==> src/rtl/mux4_frame_sequencer.sv <==
// Feeder for a 4:1 mux: buffers one 4-bit word and steps sel across all four lanes
// so the mux output becomes a framed serial bitstream with valid/first/last flags.
module mux4_frame_sequencer #(
  parameter bit          MSB_FIRST  = 1'b0,
  parameter int unsigned GAP_CYCLES = 0
) (
  input  logic       clk,
  input  logic       rst,
  input  logic       in_valid,
  output logic       in_ready,
  input  logic [3:0] in_data,
  output logic [3:0] lane,
  output logic [1:0] sel,
  output logic       ser_valid,
  output logic       ser_first,
  output logic       ser_last,
  output logic       busy
);

  typedef enum logic [1:0] {StIdle, StShift, StGap} state_e;

  localparam logic [1:0] SelStart = MSB_FIRST ? 2'd3 : 2'd0;
  // 2'd3 is -1 modulo 4
  localparam logic [1:0] SelStep  = MSB_FIRST ? 2'd3 : 2'd1;
  localparam logic [3:0] GapLast  = (GAP_CYCLES == 0) ? 4'd0 : 4'(GAP_CYCLES - 1);
  localparam bit         HasGap   = (GAP_CYCLES != 0);

  state_e     state_q, state_d;
  logic [3:0] pend_q, pend_d;
  logic       pend_valid_q, pend_valid_d;
  logic [3:0] lane_q, lane_d;
  logic [1:0] sel_q, sel_d;
  logic [1:0] beat_q, beat_d;
  logic [3:0] gap_q, gap_d;
  logic       ser_valid_q, ser_valid_d;
  logic       ser_first_q, ser_first_d;
  logic       ser_last_q, ser_last_d;

  logic accept, frame_end, gap_end, may_load, load;

  assign in_ready  = !pend_valid_q && !rst;
  assign accept    = in_valid && in_ready;
  assign frame_end = (state_q == StShift) && (beat_q == 2'd3);
  assign gap_end   = (state_q == StGap) && (gap_q == GapLast);
  // Without a gap the last beat hands straight over to the next word.
  assign may_load  = (state_q == StIdle) || gap_end || (frame_end && !HasGap);
  assign load      = may_load && pend_valid_q;

  always_comb begin
    state_d      = state_q;
    pend_d       = pend_q;
    pend_valid_d = pend_valid_q;
    lane_d       = lane_q;
    sel_d        = sel_q;
    beat_d       = beat_q;
    gap_d        = gap_q;
    ser_valid_d  = 1'b0;
    ser_first_d  = 1'b0;
    ser_last_d   = 1'b0;

    if (load) begin
      lane_d       = pend_q;
      sel_d        = SelStart;
      beat_d       = 2'd0;
      ser_valid_d  = 1'b1;
      ser_first_d  = 1'b1;
      pend_valid_d = 1'b0;
      state_d      = StShift;
    end else begin
      case (state_q)
        StShift: begin
          if (beat_q != 2'd3) begin
            beat_d      = beat_q + 2'd1;
            sel_d       = sel_q + SelStep;
            ser_valid_d = 1'b1;
            ser_last_d  = (beat_q == 2'd2);
          end else if (HasGap) begin
            gap_d   = 4'd0;
            state_d = StGap;
          end else begin
            state_d = StIdle;
          end
        end
        StGap: begin
          if (gap_end) begin
            state_d = StIdle;
          end else begin
            gap_d = gap_q + 4'd1;
          end
        end
        default: ;
      endcase
    end

    // accept and load are exclusive: accept needs the buffer empty, load needs it full.
    if (accept) begin
      pend_d       = in_data;
      pend_valid_d = 1'b1;
    end
  end

  always_ff @(posedge clk or posedge rst) begin
    if (rst) begin
      state_q      <= StIdle;
      pend_q       <= 4'd0;
      pend_valid_q <= 1'b0;
      lane_q       <= 4'd0;
      sel_q        <= 2'd0;
      beat_q       <= 2'd0;
      gap_q        <= 4'd0;
      ser_valid_q  <= 1'b0;
      ser_first_q  <= 1'b0;
      ser_last_q   <= 1'b0;
    end else begin
      state_q      <= state_d;
      pend_q       <= pend_d;
      pend_valid_q <= pend_valid_d;
      lane_q       <= lane_d;
      sel_q        <= sel_d;
      beat_q       <= beat_d;
      gap_q        <= gap_d;
      ser_valid_q  <= ser_valid_d;
      ser_first_q  <= ser_first_d;
      ser_last_q   <= ser_last_d;
    end
  end

  assign lane      = lane_q;
  assign sel       = sel_q;
  assign ser_valid = ser_valid_q;
  assign ser_first = ser_first_q;
  assign ser_last  = ser_last_q;
  assign busy      = (state_q != StIdle) || pend_valid_q;

endmodule

==> config.mk <==
export PLATFORM = sky130hd
export DESIGN_NAME = mux4_frame_sequencer
export DESIGN_NICKNAME = d
export VERILOG_FILES = /design/src/rtl/mux4_frame_sequencer.sv
export SDC_FILE = /design/constraint.sdc
export NUM_CORES = 1
export LEC_CHECK = 0
export ABC_AREA = 1
export CORE_UTILIZATION = 25
export DETAILED_ROUTE_END_ITERATION = 8
export PLACE_DENSITY = 0.54
export RECOVER_POWER = 50
export SYNTH_ARGS = -nofsm -noshare
export SYNTH_HDL_FRONTEND = slang
export SYNTH_SLANG_ARGS = --single-unit
export TNS_END_PERCENT = 100
==> constraint.sdc <==
create_clock -name clk -period 1.9 [get_ports clk]
set_input_delay 0.38 -clock clk [delete_from_list [all_inputs] [get_ports clk]]
set_output_delay 0.38 -clock clk [all_outputs]
set_load 0.005 [all_outputs]
==> impl_metrics.env, run 1 <==
export IMPL_post_synth_top_count_cell="nand2_1"
export IMPL_top_level_ports=18
export IMPL_peakVddDrop_uv=480.5
export IMPL_synthTopCellsByCount="nand2_1 (26), dfrtp_1 (17), nand3_1 (8), inv_1 (4), nand2_4 (3)"
export IMPL_ant_nets=0
export IMPL_whs_path_depth=2
export IMPL_syn_cell_area_sq_um=695.7
export IMPL_critPathLaunchType="input port"
export IMPL_wl_microns=1242
export IMPL_dpl_worst_slack_ps=81.90
export IMPL_cts_root_buf="clkbuf_4"
export IMPL_yosys_register_bits=17
export IMPL_crit_type="in2out"
export IMPL_power_frac_comb_pct=40.3
export IMPL_grt_overflow_total=0
export IMPL_firstDrtPassIters=4
export IMPL_design_area_sq_um=922.1
export IMPL_vias=524
export IMPL_cp_required_ps=1520
export IMPL_yosysTopAreaCell="dfrtp_1"
export IMPL_path_clk_slew_ps=90
export IMPL_synthArstFlopShare_pct=100.0
export IMPL_power_leakage_nw=0.4554
export IMPL_tightest_slew_ps=890.1
export IMPL_hp_class="reg2reg"
export IMPL_holdBufCountCts=0
export IMPL_synthDominantCellAreaShare_pct=61.15
export IMPL_die_w_microns=54.75
export IMPL_ff2ff_setup_slack_ps=560
export IMPL_timing_rr_end="lane[1]"
export IMPL_layout_nets=103
export IMPL_ys_seq_area_share_pct=61.15
export IMPL_min_period_over_period_pct=95.67
export IMPL_die_area_sq_um=2998
export IMPL_grt_pass1_wl_microns=2139
export IMPL_drtIter0Drc=13
export IMPL_viasPerCell=4.260
export IMPL_crit_path_end_kind="output port"
export IMPL_power_density_nw_per_um2=1478
export IMPL_crit_arrival_ps=1440
export IMPL_holdPathEnd="pend_q[3]"
export IMPL_cts_resized=0
export IMPL_synth_area_top_cells="dfrtp_1 (61%), nand2_1 (14%), nand3_1 (5.8%), nand2_4 (4.9%), ha_1 (3.6%)"
export IMPL_p_sw_mw=0.4767
export IMPL_ff2ff_path_depth=7
export IMPL_grt_max_degree=18
export IMPL_drive_gt1_share_pct=8.602
export IMPL_min_period_ps=1818
export IMPL_dp_hpwl_microns=939.4
export IMPL_finClkSkew_ps=8.135
export IMPL_die_height_microns=54.75
export IMPL_grt_pass1_vias=540
export IMPL_max_cap_violations=0
export IMPL_synth_avg_cell_area_sq_um=9.938
export IMPL_diodes=0
export IMPL_yosys_cell_types_count=14
export IMPL_critPathMaxFanout=2
export IMPL_ctsHtreeMaxLevel=1
export IMPL_cts_buffer_depth=2
export IMPL_synth_edf_count=0
export IMPL_pwr_share_seq_pct=46.0
export IMPL_r2r_start="beat_q[1]"
export IMPL_rsz0062_at_grt="no"
export IMPL_final_util_pct=36.23
export IMPL_grt_usage_pct=10.72
export IMPL_rows=18
export IMPL_sw_frac_of_total_pct=34.98
export IMPL_fin_ws_ps=82.18
export IMPL_antenna_found_initial=0
export IMPL_intPower_mw=0.8862
export IMPL_finalHoldViolCount=0
export IMPL_core_sq_um=2545
export IMPL_clock_latency_ps=280
export IMPL_slew_headroom_pct=40.66
export IMPL_outcome="finished, final reports clean"
export IMPL_routabilityCongestion=0.7993
export IMPL_cts_sinks=17
export IMPL_ys_warn_count=0
export IMPL_cts_made_buffers=3
export IMPL_clock_fmax_ghz=0.5501
export IMPL_n_fill_cell=281
export IMPL_setup_tns_ps=0
export IMPL_drc=0
export IMPL_syn_nets=79
export IMPL_drv_slew=0
export IMPL_io_buffers=17
export IMPL_start_util_pct=27.34
export IMPL_syn_to_final_growth_pct=32.55
export IMPL_syn_inst=70
export IMPL_synth_flop_cell="dfrtp_1"
export IMPL_cts_tree="yes"
export IMPL_avgRoutedWirePerCell_microns=10.10
export IMPL_cts_setup_buffers=0
export IMPL_setup_violations=0
export IMPL_p_clk_share_pct=13.7
export IMPL_hold_start="pend_q[3]"
export IMPL_place_area_sq_um=918.4
==> worst max path at each step <==
stage | start | end | slack [ps] | cells past startpoint
final | rst | in_ready | 80 | 3
after global routing | pend_valid_q | busy | 40 | 3
after CTS | pend_valid_q | busy | 70 | 3
after detailed placement | rst | in_ready | 80 | 3
after global placement | rst | in_ready | 80 | 3
after floorplan | beat_q[1] | lane[0] | 820 | 7
==> area by class of cell <==
class / count / area, sq um / area share, %
multi-input cells: 47 / 230.2 / 24.97
inverters: 6 / 25.02 / 2.714
repair buffers: 19 / 177.7 / 19.27
clock buffers: 4 / 26.28 / 2.849
well taps: 30 / 37.54 / 4.071
flip-flops and latches: 17 / 425.4 / 46.13
==> metal layers <==
metal	global-route usage, %	share of wire [%]	up-vias	wire, microns
li1	-	-	269	-
met1	11.77	48	239	598
met2	17.87	46	14	566
met3	2.500	5.2	2	64
met4	7.692	1.0	0	13
met5	0	0	-	0
==> power by group through the flow <==
stage | registers [mW] | logic (mW) | clock network (mW)
2_1_floorplan | 0.630 | 0.309 | 0
3_3_place_gp | 0.637 | 0.573 | 0
3_5_place_dp | 0.643 | 0.583 | 0
4_1_cts | 0.635 | 0.586 | 0.199
5_1_grt | 0.648 | 0.637 | 0.218
6_report | 0.627 | 0.549 | 0.187
==> kinds of logic (layout without fill, tap and decap cells) <==
family	Yosys count	after routing	synth area share (%)
flip-flops	17	17	61.15
buffers and inverters	6	29	3.597
AND/OR/NAND/NOR	41	41	28.78
AO/OA/AOI/OAI	4	4	2.878
adder cells (fa/ha/maj)	2	2	3.597
==> per-stage QoR <==
step | total power [mW] | hold WS (ps) | cells
4_1_cts | 1.420 | 484.0 | 123
6_report | 1.363 | 479.3 | 123
2_1_floorplan | 0.9386 | 306.1 | 70
5_1_grt | 1.504 | 507.2 | 123
3_5_place_dp | 1.226 | 463.1 | 119
3_3_place_gp | 1.209 | 455.5 | 119
==> layout by cell type (no fill, tap or decap) <==
master	count
nand2_1	28
inv_4	1
dfrtp_1	17
nand2_4	1
ha_1	2
nor2_2	1
nand3b_1	1
inv_1	4
clkbuf_4	3
o21ai_1	1
clkbuf_1	3
nor2_4	1
o21ai_0	3
inv_2	1
nor2_1	1
nand3_1	8
clkdlybuf4s50_1	17
==> critical path: stages <==
cell,delay [ps]
clkdlybuf4s50_1,460
nor2_4,100
clkdlybuf4s50_1,500
==> flip-flops by register name (all words and copies together) (netlist names) <==
signal        count
sel               2
state_q           1
pend_q            4
lane              4
ser_valid         1
ser_first         1
pend_valid_q      1
beat_q            2
ser_last          1
Power figures use the tool's default switching activity.
==> inputs of run 2 (changes only) <==
CORE_UTILIZATION = 40   (was 25)
GPL_ROUTABILITY_DRIVEN = 1   (was not set)
PLACE_DENSITY = 0.75   (was 0.54)
==> impl_metrics.env, run 2 (synthesized netlist as in run 1, its figures left out) <==
export IMPL_outcome="complete, but fails checks"
export IMPL_violations="DRC"
export IMPL_power_leakage_nw=0.4645
export IMPL_grt_pass1_wl_microns=1925
export IMPL_top_level_ports=18
export IMPL_clock_fmax_ghz=0.5444
export IMPL_cp_required_ps=1520
export IMPL_cts_sinks=17
export IMPL_io_buffers=17
export IMPL_setup_violations=0
export IMPL_core_sq_um=1559
export IMPL_fin_cells=108
export IMPL_cts_buffer_depth=2
export IMPL_cts_made_buffers=3
export IMPL_drv_slew=0
export IMPL_cts_setup_buffers=0
export IMPL_die_height_microns=43.71
export IMPL_drtIter0Drc=14
export IMPL_die_w_microns=43.71
export IMPL_critPathMaxFanout=2
export IMPL_diodes=0
export IMPL_drive_gt1_share_pct=10.87
export IMPL_cts_root_buf="clkbuf_4"
export IMPL_grt_pass1_vias=454
export IMPL_syn_to_final_growth_pct=31.12
export IMPL_wl_microns=1086
export IMPL_slew_headroom_pct=59.53
export IMPL_crit_type="in2out"
export IMPL_critPathLaunchType="input port"
export IMPL_hp_class="reg2reg"
export IMPL_max_cap_violations=0
export IMPL_clock_latency_ps=280
export IMPL_min_period_ps=1837
export IMPL_firstDrtPassIters=7
export IMPL_finClkSkew_ps=4.759
export IMPL_layout_commonest_cell="nand2_1"
export IMPL_start_util_pct=44.62
export IMPL_viasPerCell=4.722
export IMPL_layout_nets=102
export IMPL_rows=14
export IMPL_crit_arrival_ps=1460
export IMPL_finalHoldViolCount=0
export IMPL_avgRoutedWirePerCell_microns=10.06
export IMPL_vias=510
export IMPL_cts_resized=0
export IMPL_ant_nets=0
export IMPL_dp_hpwl_microns=826
export IMPL_rsz0062_at_grt="no"
export IMPL_grt_overflow_total=0
export IMPL_cts_tree="yes"
export IMPL_die_area_sq_um=1910
export IMPL_crit_path_end_kind="output port"
export IMPL_setup_tns_ps=0
export IMPL_grt_max_degree=18
export IMPL_peakVddDrop_uv=751.8
export IMPL_grt_usage_pct=14.00
export IMPL_min_period_over_period_pct=96.67
export IMPL_final_cell_mix="nand2_1 (27), dfrtp_1 (17), clkdlybuf4s50_1 (17)"
export IMPL_ctsHtreeMaxLevel=1
export IMPL_power_density_nw_per_um2=1497
export IMPL_routabilityCongestion=0.7264
export IMPL_drc=2
export IMPL_tightest_slew_ps=606.5
export IMPL_ff2ff_path_depth=7
export IMPL_whs_path_depth=2
export IMPL_path_clk_slew_ps=90
export IMPL_holdBufCountCts=0
export IMPL_antenna_found_initial=0
export IMPL_dp_cells=104
==> run 2: final cells by class <==
type,instances,area (sq um)
well taps,16,20.02
clock buffers,4,26.28
inverters,6,25.02
repair buffers,18,177.7
flip-flops and latches,17,425.4
multi-input cells,47,237.7
fillers,132,646.9
==> run 2: per-layer routing <==
layer | track usage (%) | share of wire [%]
met3 | 2.917 | 2.9
met2 | 20.00 | 46
met1 | 19.13 | 49
met4 | 9.375 | 1.7
met5 | 0 | 0
==> run 2: stage by stage <==
step | power, mW | worst slack (ps) | instance area (sq um) | util [%] | hold slack [ps]
final | 1.366 | 63.28 | 912.1 | 58.51 | 482.7
after CTS | 1.402 | 58.33 | 919.6 | 58.99 | 485.1
after global routing | 1.485 | 6.968 | 912.1 | 58.51 | 506.2
after global placement | 1.193 | 51.25 | 893.4 | 57.30 | 460.8
after detailed placement | 1.215 | 59.91 | 893.4 | 57.30 | 460.6
after floorplan | 0.9386 | 823.0 | 695.7 | - | 306.1
==> run 2: where the power goes <==
part	internal (mW)	total [mW]	switching (mW)
clock network	0.0813	0.187	0.105
logic	0.290	0.552	0.262
registers	0.521	0.626	0.106
total	0.892	1.37	0.473
==> run 2: path summary, 6_finish.rpt <==
check                           from    endpoint  slack [ps]
hold reg to reg            pend_q[0]     lane[0]         480
min in group asynchronous        rst  state_q[0]         550
hold / removal             pend_q[0]     lane[0]         480
setup reg to reg           beat_q[1]     lane[1]         620
max in group asynchronous        rst     lane[2]         950
setup / recovery                 rst    in_ready          60
==> run 2: worst max-delay path, stage by stage <==
cell             delay [ps]
clkdlybuf4s50_1         460
nor2_4                  110
clkdlybuf4s50_1         500
==> inputs of run 3 (changes only) <==
CORE_UTILIZATION = 32   (was 40)
PLACE_DENSITY = 0.63   (was 0.75)
==> impl_metrics.env, run 3 (synthesized netlist as in run 1, its figures left out) <==
export IMPL_fin_ws_ps=85.61
export IMPL_routed_wl_met3_microns=27
export IMPL_setup_tns_ps=0
export IMPL_slew_headroom_pct=42.18
export IMPL_cts_root_buf="clkbuf_4"
export IMPL_ant_nets=0
export IMPL_finClkSkew_ps=1.921
export IMPL_cts_setup_buffers=0
export IMPL_dp_hpwl_microns=903.3
export IMPL_rows=16
export IMPL_final_cell_mix="nand2_1 (27), dfrtp_1 (17), clkdlybuf4s50_1 (17)"
export IMPL_peakVddDrop_uv=499.2
export IMPL_path_clk_slew_ps=90
export IMPL_drtIter0Drc=14
export IMPL_grt_max_degree=18
export IMPL_rsz0062_at_grt="no"
export IMPL_cts_sinks=17
export IMPL_top_layer="met4"
export IMPL_cts_made_buffers=3
export IMPL_grt_overflow_total=0
export IMPL_finalHoldViolCount=0
export IMPL_io_buffers=17
export IMPL_max_cap_violations=0
export IMPL_crit_type="in2out"
export IMPL_n_fill_cell=205
export IMPL_clock_fmax_ghz=0.5512
export IMPL_antenna_found_initial=0
export IMPL_die_height_microns=48.63
export IMPL_die_w_microns=48.63
export IMPL_vias=522
export IMPL_routabilityCongestion=0.7162
export IMPL_clock_latency_ps=280
export IMPL_viasPerCell=4.350
export IMPL_grt_usage_pct=11.32
export IMPL_cts_buffer_depth=2
export IMPL_critPathLaunchType="input port"
export IMPL_layout_commonest_cell="nand2_1"
export IMPL_crit_arrival_ps=1430
export IMPL_start_util_pct=34.75
export IMPL_layout_nets=103
export IMPL_diodes=0
export IMPL_outcome="finished, final reports clean"
export IMPL_tightest_slew_ps=867.3
export IMPL_drt_met1_wl_microns=559
export IMPL_die_area_sq_um=2364
export IMPL_cts_resized=0
export IMPL_critPathMaxFanout=2
export IMPL_dpl_worst_slack_ps=76.46
export IMPL_final_util_pct=46.25
export IMPL_hp_class="reg2reg"
export IMPL_cp_required_ps=1520
export IMPL_grt_pass1_vias=472
export IMPL_power_leakage_nw=0.4618
export IMPL_grt_pass1_wl_microns=2076
export IMPL_drv_slew=0
export IMPL_holdBufCountCts=0
export IMPL_dr_wl_met2_microns=544
export IMPL_min_period_ps=1814
export IMPL_top_level_ports=18
export IMPL_ctsHtreeMaxLevel=1
export IMPL_syn_to_final_growth_pct=33.09
export IMPL_drive_gt1_share_pct=9.677
export IMPL_cts_tree="yes"
export IMPL_setup_violations=0
export IMPL_avgRoutedWirePerCell_microns=9.592
export IMPL_min_period_over_period_pct=95.49
export IMPL_p_total_mw=1.371
export IMPL_wl_microns=1151
export IMPL_core_sq_um=2002
export IMPL_drc=0
export IMPL_crit_path_end_kind="output port"
export IMPL_firstDrtPassIters=5
export IMPL_power_density_nw_per_um2=1480
## run 3: cell count changes in the layout (fill, tap and decap cells not counted), sizes merged
cell    delta
clkbuf     +2
buf        -1
## run 3: worst max-delay path: stages
cell and delay (ps):
clkdlybuf4s50_1 460, nor2_4 100, clkdlybuf4s50_1 500
## run 3: power by group
group	internal [mW]	switching (mW)	total (mW)
Clock	0.0814	0.109	0.190
Combinational	0.286	0.262	0.548
Sequential	0.521	0.112	0.633
Total	0.889	0.482	1.37
## run 3: area by class of cell
cell class	count	area [sq um]	area share [%]
multi-input combinational	47	237.7	25.68
tap	27	33.78	3.649
clock buffer	4	26.28	2.838
timing repair buffer	19	177.7	19.19
sequential	17	425.4	45.95
inverter	6	25.02	2.703
## run 3: layer usage
layer	GRT usage (%)	up-vias
li1	-	267
met1	14.69	238
met2	18.75	13
met3	0.9434	4
met4	5.882	0
met5	0	-
## run 3: stage by stage
stage | cells | hold slack (ps) | cell area, sq um
6_report | 120 | 485.8 | 925.9
5_1_grt | 120 | 521.3 | 925.9
4_1_cts | 120 | 484.4 | 940.9
3_5_place_dp | 116 | 465.5 | 914.6
3_3_place_gp | 116 | 460.0 | 914.6
2_1_floorplan | 70 | 306.1 | 695.7
## run 3: worst paths after layout
| kind | start | endpoint | slack (ps) | cells past startpoint |
|---|---|---|---|---|
| min | lane[1] | lane[1] | 490 | 2 |
| min reg2reg | lane[1] | lane[1] | 490 | 2 |
| max in group asynchronous | rst | lane[1] | 650 | 3 |
| min in group asynchronous | rst | beat_q[1] | 720 | 3 |
| max | rst | in_ready | 90 | 3 |
| max reg2reg | beat_q[1] | lane[1] | 600 | 7 |
==> RTL edit 1, RTL diff (flow settings as in run 3) <==
Re-encode `state_e` (3 states) as one-hot, 3 bits wide.
--- a/src/rtl/mux4_frame_sequencer.sv
+++ b/src/rtl/mux4_frame_sequencer.sv
@@ -18,5 +18,5 @@
 );
 
-  typedef enum logic [1:0] {StIdle, StShift, StGap} state_e;
+  typedef enum logic [2:0] {StIdle = 3'b001, StShift = 3'b010, StGap = 3'b100} state_e;
 
   localparam logic [1:0] SelStart = MSB_FIRST ? 2'd3 : 2'd0;
Formal check against the unedited RTL: no difference found for any inputs over 10 cycles, from zero or initial values and one cycle with rst high; not proved beyond that.
==> RTL edit 1 against run 3 <==
Routed wire length up 25%; synthesized area up 19%; cell count up 20%; sequential cell count up 1; count of clock-buffer cells in the layout unchanged; hold slack worse by 0.0055 ns; die area up 19%; setup slack worse by 0.0067 ns; global-route usage up 2.0 points; cell area up 16%; synthesized cell count up 30%.
Power is not compared: it rests on default switching activity, and its combinational part moved more than twofold at a synthesized area within 25%.
==> RTL edit 1: results (changes against run 3) <==
Longest Clk Path Bufs=2 (unchanged); Resized Gates After CTS=0 (unchanged); first-pass GRT wire length=2620 um (+26%); fillcell total=267 (+30%); syn_nets=100 (+27%); All-Layer GR Usage=0.133 (+0.0201); Synth Warn #=0 (unchanged); Leak=0.551 nW; sequential fraction of the synthesis area=0.544 (-0.0678); cells on worst reg2reg path=6 (-1); postcts setup bufs=0 (unchanged); # diodes=0 (unchanged); post-detail-place hpwl=1150 um (+27%); status=finished, final reports clean; drt total wl=1440 um (+25%); worst r2r src=beat_q[0]; Clock transition at path regs=0.10 ns; Worst-Margin Slew=0.958 ns (+0.0907 ns); initial antenna violation count=0 (unchanged); IO Port Bufs=17 (unchanged); Root Driver=clkbuf_4; via count=639 (+22%); CP Data Arrival Time=1.44 ns; 1st-iter DRT viols=1 (-13); Worst R2R Setup Slack=0.62 ns (+0.02 ns); critical path fanouts, max=2 (unchanged); gpl congestion=0.776 (+8.3%); hold path depth=2 (unchanged); min-delay src=pend_q[2]; most frequent cells after synthesis=nand2_1, dfrtp_1, nand3_1; unique cell type count in the Yosys netlist=18 (+4); clk_lat worst skew=0.30 ns (+0.02 ns); total CTS buffers=3 (unchanged); hold endpoint=pend_q[2]; Max IR drop VDD=0.311 mV; type of the worst min-delay path=reg -> reg; Async S/R FF share, synth=1.00 (unchanged); Worst Skew=0.0113 ns (+0.00936 ns); largest net degree at the start of global routing=19 (+1); share of layout cells above drive strength 1=0.167 (+0.0699); H-tree levels=1 (unchanged); Final #Nets=124 (+20%); reg2reg end=sel[1]; area leader, netlist=dfrtp_1; vias in the first global route=625 (+32%); synth top area cells=dfrtp_1, nand2_1, nand3_1, inv_1, dfstp_2; Pre-antenna DRT Iters=2 (-3)
## RTL edit 1: how the worst max path moves through the flow
stage | slack (ns) | startpoint | cells after the start | endpoint
detailed placement | 0.07 | rst | 3 | in_ready
global placement | 0.09 | rst | 3 | in_ready
finish | 0.08 | rst | 3 | in_ready
CTS | 0.07 | rst | 3 | in_ready
floorplan | 0.76 | beat_q[0] | 7 | beat_q[1]
global route | 0.03 | rst | 3 | in_ready
## RTL edit 1: per-stage QoR
step           total power, mW  area, um2  cells  setup slack, ns  hold WS, ns
2_1_floorplan            0.403        831     91            0.764        0.318
3_3_place_gp             0.421       1050    140           0.0881        0.456
3_5_place_dp             0.422       1050    140           0.0740        0.461
4_1_cts                  0.663       1090    144           0.0732        0.474
5_1_grt                  0.688       1080    144           0.0323        0.509
6_report                 0.650       1080    144           0.0789        0.480
## RTL edit 1: metal layers
layer	up-vias	share of wire	global-route usage
li1	327	-	-
met1	293	0.41	0.145
met2	16	0.53	0.236
met3	3	0.036	0.0259
met4	0	0.021	0.0789
met5	-	0	0
## RTL edit 1: power breakdown
group | internal (mW) | switching (mW)
clock network | 0.117 | 0.121
registers | 0.386 | 0.00171
logic | 0.0126 | 0.0121
total | 0.516 | 0.135
## RTL edit 1: cells by family after synthesis
family,synth area share
adder cells (fa/ha/maj),0.0301
flip-flops,0.544
buffers and inverters,0.0663
AND/OR/NAND/NOR,0.348
AO/OA/AOI/OAI,0.0120
## RTL edit 1: area by class of cell
type                            instances  area, um2  area share
Sequential cell                        18        452       0.419
Tap cell                               30       37.5      0.0348
Clock buffer                            4       36.3      0.0336
Multi-Input combinational cell         61        324       0.300
Timing Repair Buffer                   20        185       0.172
Inverter                               11       43.8      0.0406
## RTL edit 1: critical path: stages
cell and delay (ns):
clkdlybuf4s50_1 0.46, nor2_4 0.10, clkdlybuf4s50_1 0.50
==> RTL edit 2, RTL diff (settings of run 3) <==
Made on the original files. The parameter `MSB_FIRST` goes from 1'b0 to 1'b1.
--- a/src/rtl/mux4_frame_sequencer.sv
+++ b/src/rtl/mux4_frame_sequencer.sv
@@ -2,5 +2,5 @@
 // so the mux output becomes a framed serial bitstream with valid/first/last flags.
 module mux4_frame_sequencer #(
-  parameter bit          MSB_FIRST  = 1'b0,
+  parameter bit          MSB_FIRST  = 1'b1,
   parameter int unsigned GAP_CYCLES = 0
 ) (
Behaviour: not the same (a bounded check fails within 4 cycles, from zero or initial values and one cycle with rst high).
==> RTL edit 2 against run 3 <==
Synthesized area decreased by 0.54%; sequential cell count is the same; die area shrank 0.51%; cell area fell by 0.54%; power increased by 0.21%; setup slack lost 0.011 ns; non-clock buffer count unchanged; combinational power up 3%; fmax down 0.61%; routed wire length up 2.3%; clock power shrank 4%; critical path depth unchanged; global-route usage up 0.17 points; largest power group unchanged.
==> RTL edit 2: results (changes against run 3) <==
non-clk buf share=0.193 (+0.00104); Pre-antenna DRT Iters=4 (-1); clk cell area share=0.0285 (+0.000154); footprint of the multi-input gates=224 um2 (-5.8%); most frequent cells after synthesis=nand2_1, dfrtp_1, nand3_1; Synth Flop Type=dfrtp_1; vias in the first global route=467 (-1.1%); Seq area share=0.463 (+0.00386); initial antenna violation count=0 (unchanged); Worst Skew=0.00222 ns (+0.000298 ns); cell area after layout=921 um2 (-0.54%); inverters=8 (+2); postcts setup bufs=0 (unchanged); Placement Setup Slack=0.0662 ns (-0.0103 ns); share of layout cells above drive strength 1=0.0842 (-0.0126); min-delay src=pend_q[3]; hold endpoint=lane[3]; Final #Nets=105 (+1.9%); fin crit share=0.961 (+0.00581); Avg WL per Cell=9.65 um (+0.58%); reg2reg end=lane[2]; syn avg cell area=9.61 um2 (-3.3%); gpl congestion=0.810 (+13%); metal1 wirelength=554 um (-0.89%); Met3 Wirelength=30 um (+11%); worst relative slew slack=0.418 (-0.00372); final setup TNS=0 ns (unchanged); Max-area cell class=registers; CLK BUF=4 (unchanged); met3 Use GR=0.0283 (+0.0189); first-pass GRT wire length=2010 um (-3.0%); Max IR drop VDD=0.529 mV (+5.9%); drt total wl=1180 um (+2.3%); cells after synthesis=72 (+2.9%); met1 usage=0.141 (-0.00606); post-detail-place hpwl=904 um (about the same); met2 Usage GRT=0.181 (-0.00675); 1st-iter DRT viols=8 (-6); Leak=0.467 nW (+1.0%); largest net degree at the start of global routing=18 (unchanged); unique cell type count in the Yosys netlist=13 (-1); sequential fraction of the synthesis area=0.615 (+0.00332); synth top area cells=dfrtp_1, nand2_1, nand3_1, ha_1, inv_1; status=finished, final reports clean; worst r2r src=beat_q[1]; All-Layer GR Usage=0.115 (+0.00167); H-tree levels=1 (unchanged); met2 WL=579 um (+6.4%)
[RTL edit 2: where the power goes]
group	total (mW)	leakage (nW)	internal, mW	switching [mW]
clock	0.183	0.0150	0.0814	0.102
combinational	0.563	0.244	0.288	0.275
sequential	0.628	0.207	0.524	0.104
total	1.37	0.467	0.893	0.480
[RTL edit 2: what timing repair did]
action | in CTS | in global routing
endpoints found under the setup margin | 0 | 1
gates resized for setup | 0 | 1
hold buffers | 0 | 0
[RTL edit 2: kinds of logic (layout without fill, tap and decap cells)]
family | Yosys count | count (layout) | synth area share
AND/OR/NAND/NOR | 41 | 41 | 0.273
flip-flops | 17 | 17 | 0.615
buffers and inverters | 8 | 31 | 0.0470
AO/OA/AOI/OAI | 4 | 4 | 0.0289
adder cells (fa/ha/maj) | 2 | 2 | 0.0362
